## src/rtl/puf_state_machine.sv

```systemverilog
// Sequencer for a ring-oscillator PUF array: sweeps every loop REPETITIONS times,
// issuing reset / enable-for-EVAL_TIME / store pulses per loop, then raises done.
module puf_state_machine #(
    parameter int NUM_LOOPS        = 4,
    parameter int REPETITIONS_BITS = 16,
    parameter int REPETITIONS      = 2,
    parameter int EVAL_TIME_BITS   = 16,
    parameter int EVAL_TIME        = 8,
    parameter int CHALLENGE_BITS   = 4
) (
    input  logic                               clk,
    input  logic                               reset,
    input  logic                               start,
    input  logic [CHALLENGE_BITS-1:0]          challenge,
    output logic                               done,
    output logic                               reset_puf,
    output logic [$clog2(NUM_LOOPS-1):0]       select_puf,
    output logic                               enable_puf,
    output logic                               store_response_puf
);

    localparam int LOOP_W = (NUM_LOOPS > 2) ? $clog2(NUM_LOOPS) : 1;
    localparam int SEL_W  = $clog2(NUM_LOOPS - 1) + 1;
    localparam int SUM_W  = ((LOOP_W > CHALLENGE_BITS) ? LOOP_W : CHALLENGE_BITS) + 1;

    localparam logic [LOOP_W-1:0]           LOOP_LAST = LOOP_W'(NUM_LOOPS - 1);
    localparam logic [REPETITIONS_BITS-1:0] REP_LAST  = REPETITIONS_BITS'(REPETITIONS - 1);
    localparam logic [EVAL_TIME_BITS-1:0]   EVAL_LAST = EVAL_TIME_BITS'(EVAL_TIME - 1);
    localparam logic [SUM_W-1:0]            LOOPS_MOD = SUM_W'(NUM_LOOPS);

    typedef enum logic [2:0] {
        S_IDLE  = 3'd0,
        S_RST   = 3'd1,
        S_EVAL  = 3'd2,
        S_STORE = 3'd3,
        S_DONE  = 3'd4
    } state_t;

    state_t                       state_q, state_d;
    logic [LOOP_W-1:0]            loop_q, loop_d;
    logic [REPETITIONS_BITS-1:0]  rep_q, rep_d;
    logic [EVAL_TIME_BITS-1:0]    eval_q, eval_d;
    logic [CHALLENGE_BITS-1:0]    chal_q, chal_d;

    logic [SUM_W-1:0]             sel_sum;
    logic [SUM_W-1:0]             sel_mod;

    always_ff @(posedge clk or posedge reset) begin
        if (reset) begin
            state_q <= S_IDLE;
            loop_q  <= '0;
            rep_q   <= '0;
            eval_q  <= '0;
            chal_q  <= '0;
        end else begin
            state_q <= state_d;
            loop_q  <= loop_d;
            rep_q   <= rep_d;
            eval_q  <= eval_d;
            chal_q  <= chal_d;
        end
    end

    always_comb begin
        state_d = state_q;
        loop_d  = loop_q;
        rep_d   = rep_q;
        eval_d  = eval_q;
        chal_d  = chal_q;

        unique case (state_q)
            S_IDLE, S_DONE: begin
                // A sweep may be (re)started from either resting state.
                if (start) begin
                    chal_d  = challenge;
                    loop_d  = '0;
                    rep_d   = '0;
                    eval_d  = '0;
                    state_d = S_RST;
                end
            end
            S_RST: begin
                eval_d  = '0;
                state_d = S_EVAL;
            end
            S_EVAL: begin
                if (eval_q == EVAL_LAST) begin
                    eval_d  = '0;
                    state_d = S_STORE;
                end else begin
                    eval_d = eval_q + 1'b1;
                end
            end
            S_STORE: begin
                if (loop_q < LOOP_LAST) begin
                    loop_d  = loop_q + 1'b1;
                    state_d = S_RST;
                end else if (rep_q < REP_LAST) begin
                    loop_d  = '0;
                    rep_d   = rep_q + 1'b1;
                    state_d = S_RST;
                end else begin
                    state_d = S_DONE;
                end
            end
            default: state_d = S_IDLE;
        endcase
    end

    // Challenge rotates the loop order; the sum is wide enough to never wrap before the modulo.
    assign sel_sum = SUM_W'(loop_q) + SUM_W'(chal_q);
    assign sel_mod = sel_sum % LOOPS_MOD;

    always_comb begin
        done               = 1'b0;
        reset_puf          = 1'b0;
        enable_puf         = 1'b0;
        store_response_puf = 1'b0;
        select_puf         = '0;

        unique case (state_q)
            S_RST: begin
                reset_puf  = 1'b1;
                select_puf = SEL_W'(sel_mod);
            end
            S_EVAL: begin
                enable_puf = 1'b1;
                select_puf = SEL_W'(sel_mod);
            end
            S_STORE: begin
                store_response_puf = 1'b1;
                select_puf         = SEL_W'(sel_mod);
            end
            S_DONE:  done = 1'b1;
            default: ;
        endcase
    end

endmodule

```

## config.mk

```make
export PLATFORM = sky130hd
export DESIGN_NAME = puf_state_machine
export DESIGN_NICKNAME = d
export VERILOG_FILES = /design/src/rtl/puf_state_machine.sv
export SDC_FILE = /design/constraint.sdc
export NUM_CORES = 1
export LEC_CHECK = 0
export ABC_AREA = 1
export CORE_MARGIN = 2
export CORE_UTILIZATION = 58
export CTS_CLUSTER_DIAMETER = 200
export DETAILED_ROUTE_END_ITERATION = 10
export PLACE_DENSITY = 0.78
export SLEW_MARGIN = 20
export SYNTH_ARGS = -nofsm -noshare
export SYNTH_HDL_FRONTEND = slang
export SYNTH_SLANG_ARGS = --single-unit
```

## constraint.sdc

```tcl
create_clock -name clk -period 1.6 [get_ports clk]
set_input_delay 0.24 -clock clk [delete_from_list [all_inputs] [get_ports clk]]
set_output_delay 0.24 -clock clk [all_outputs]
set_load 0.01 [all_outputs]
```

==> reports/qor.txt <==
IO Port Bufs - 10
crit path from - chal_q[0]
Max Fclk - 628 MHz
PnR worst setup slack - 8.02 ps
Inserted Clock Buffers - 5
Clock Pin Slew Worst Setup and Hold Paths - 80 ps
1st-pass router iterations - 4
period utilisation layout - 0.995
Netlist cell types - 30
max incr delay on CP - 390 ps
layout cells sized above 1 - 0.132
CTS sink count - 39
Util after Layout - 0.691
largest net degree at the start of global routing - 40
CTS tree - yes
R2R Setup Slk - 130 ps
Non-Filler Instances - 358
core area - 0.00361 mm²
endpoint type of the worst setup path - output port
GRT Util Overall - 0.237
Initial Util - 0.594
post-synth top area share - 0.456
Multi-input gate area - 0.00102 mm²
reg-to-reg endpoint - rep_q[0]
ANT cells - 0
Critical Path End - select_puf[1]
pwr/cell area - 1350 mW/mm²
max-cap violations - 0
Worst R2R Path Depth - 8
Std-Cell Rows - 22
first-pass GRT wire length - 7500 µm
Final ANT Viol Nets - 0
global-route congestion overflow total - 0
Critical Path RT - 1360 ps
Via Count - 1846
wire per inst - 12.2 µm
die area - 0.00419 mm²
vias in the first global route - 1715
CTS root buf - clkbuf_8
area of the mapped netlist - 0.00214 mm²
Routed WL - 4360 µm
Worst setup SP type - flop
FILL cells - 302
final net count - 321
most common cell after layout, fill and taps aside - nand2_1
DIE HEIGHT - 64.8 µm
Clock Path Buffers - 2
top_reg_cell synth - dfrtp_1
number of cells on the critical path - 4
Final Hold Fails - 0
Post-DP HPWL - 3090 µm
Leak - 1.22 nW
flops & latches, synth - 39
clock skew - 9.49 ps
outcome - finished, final reports clean
top cells by area, synth - dfrtp_1, nand2_1, nor2_1, nand3_1, inv_1
Mapped Cells - 284
RSZ-0062 raised after global routing - yes
worst-path cell chain - ha_2, or2_4, a21oi_2, buf_2
pre-CTS setup slack - -153 ps
H-tree levels - 2
GP Congestion - 0.893
most frequent cells in the layout - nand2_1, nor2_1, dfrtp_1
syn_nets - 296
Critical path buffers and inverters - 1
crit-path max FO - 2
Die X - 64.8 µm
worst r2r src - loop_q[0]
arrival time worst endpoint - 1350 ps
initial antenna violation count - 0
FF/Latch Area - 977 µm²
Post-synth EDFFs - 0
Area growth syn-to-layout - 16.4%
worst skew pair latency - 300 ps
Final Max Slew Viols - 0
synthesized area per cell - 7.54 µm²
dpl cells - 349
WS Path Type - flop to output port
Yosys Warn Count - 0
final setup fails - 0
crit-path leading delay family - flip-flops
DRC Markers - 0
Iter 0 DRT Violations - 158
boundary pin count - 14
WHS - 286 ps
clock period minus worst slack - 1590 ps
Crit-path slowest cell - dfrtp_1
Seq/Total Area, Yosys - 0.456
VDD IR-drop max - 978 µV
asr flop ratio synth - 1.00
leading area contributor after synthesis - dfrtp_1
number of vias per cell - 5.16
worst min path class - input pin to asynchronous set/reset pin
-- final cells by class --
cell class,instances,area share
multi-input combinational,200,0.410
sequential,39,0.392
timing repair buffer,22,0.0763
inverter,41,0.0617
clock buffer,5,0.0276
tap,48,0.0241
clock inverter,3,0.00803
-- per-stage QoR --
stage          area (µm²)  total power (W)  setup TNS (ps)
2_1_floorplan        2140          0.00210               0
3_3_place_gp         2360          0.00262            -174
3_5_place_dp         2360          0.00265            -153
4_1_cts              2450          0.00327           -79.3
5_1_grt              2490          0.00360           -78.9
6_report             2490          0.00336               0
-- cell families (layout without fill, tap and decap cells) --
logic type	Yosys count	after routing	synth area share
adder cells (fa/ha/maj)	5	5	0.0292
XOR/XNOR	4	4	0.0164
other	1	1	0.00175
multiplexers	2	2	0.0105
AND/OR/NAND/NOR	167	167	0.342
flip-flops	39	39	0.456
AO/OA/AOI/OAI	21	21	0.0555
buffers and inverters	45	71	0.0883
-- how the worst min path moves through the flow --
stage	start	to	slack, ps	depth (start not counted)
final	reset	eval_q[11]	290	3
after global routing	reset	rep_q[9]	340	3
after CTS	reset	eval_q[11]	300	3
after detailed placement	rep_q[5]	rep_q[5]	490	2
after global placement	chal_q[0]	chal_q[0]	480	1
after floorplan	challenge[0]	chal_q[0]	370	1
-- Yosys cell counts, types with 3 or more instances --
library cell	instances
nand2_1	69
nor2_1	49
dfrtp_1	39
inv_1	38
nand3_1	30
o21ai_1	8
nand4_1	7
o21ai_0	6
ha_1	5
nor3_1	4
inv_2	3
-- registers in the layout (all words and copies together) (netlist names) --
register / cells
chal_q: 2
eval_q: 16
loop_q: 2
rep_q: 16
state_q: 3
-- worst reg2reg max path: stages, from the launching register on --
cell and delay (ps):
dfrtp_1 390, buf_4 130, buf_4 130, ha_1 230, nand2_1 90, nand3b_4 170, nand2_8 100, nand2_1 80
nand2_1 50
-- repair_timing --
item / CTS / global route
resized for setup: 11 / 14
endpoints found under the setup margin: 6 / 23
hold buffers: 0 / 0
pin swaps: 0 / 3
buffers inserted: 0 / 1
-- power breakdown --
part | total, W | internal, W | switching, W
sequential | 0.00122 | 0.00111 | 0.000108
combinational | 0.00147 | 0.000606 | 0.000866
clock | 0.000670 | 0.000303 | 0.000367
-- per-layer routing --
| layer | up-vias | share of wire | GRT usage | routed length (µm) |
|---|---|---|---|---|
| li1 | 940 | - | - | - |
| met1 | 839 | 0.44 | 0.290 | 1940 |
| met2 | 53 | 0.48 | 0.387 | 2090 |
| met3 | 14 | 0.042 | 0.0556 | 185 |
| met4 | 0 | 0.034 | 0.128 | 148 |
| met5 | - | 0 | 0 | 0 |
Note: power is estimated with default switching activity, not from simulation.
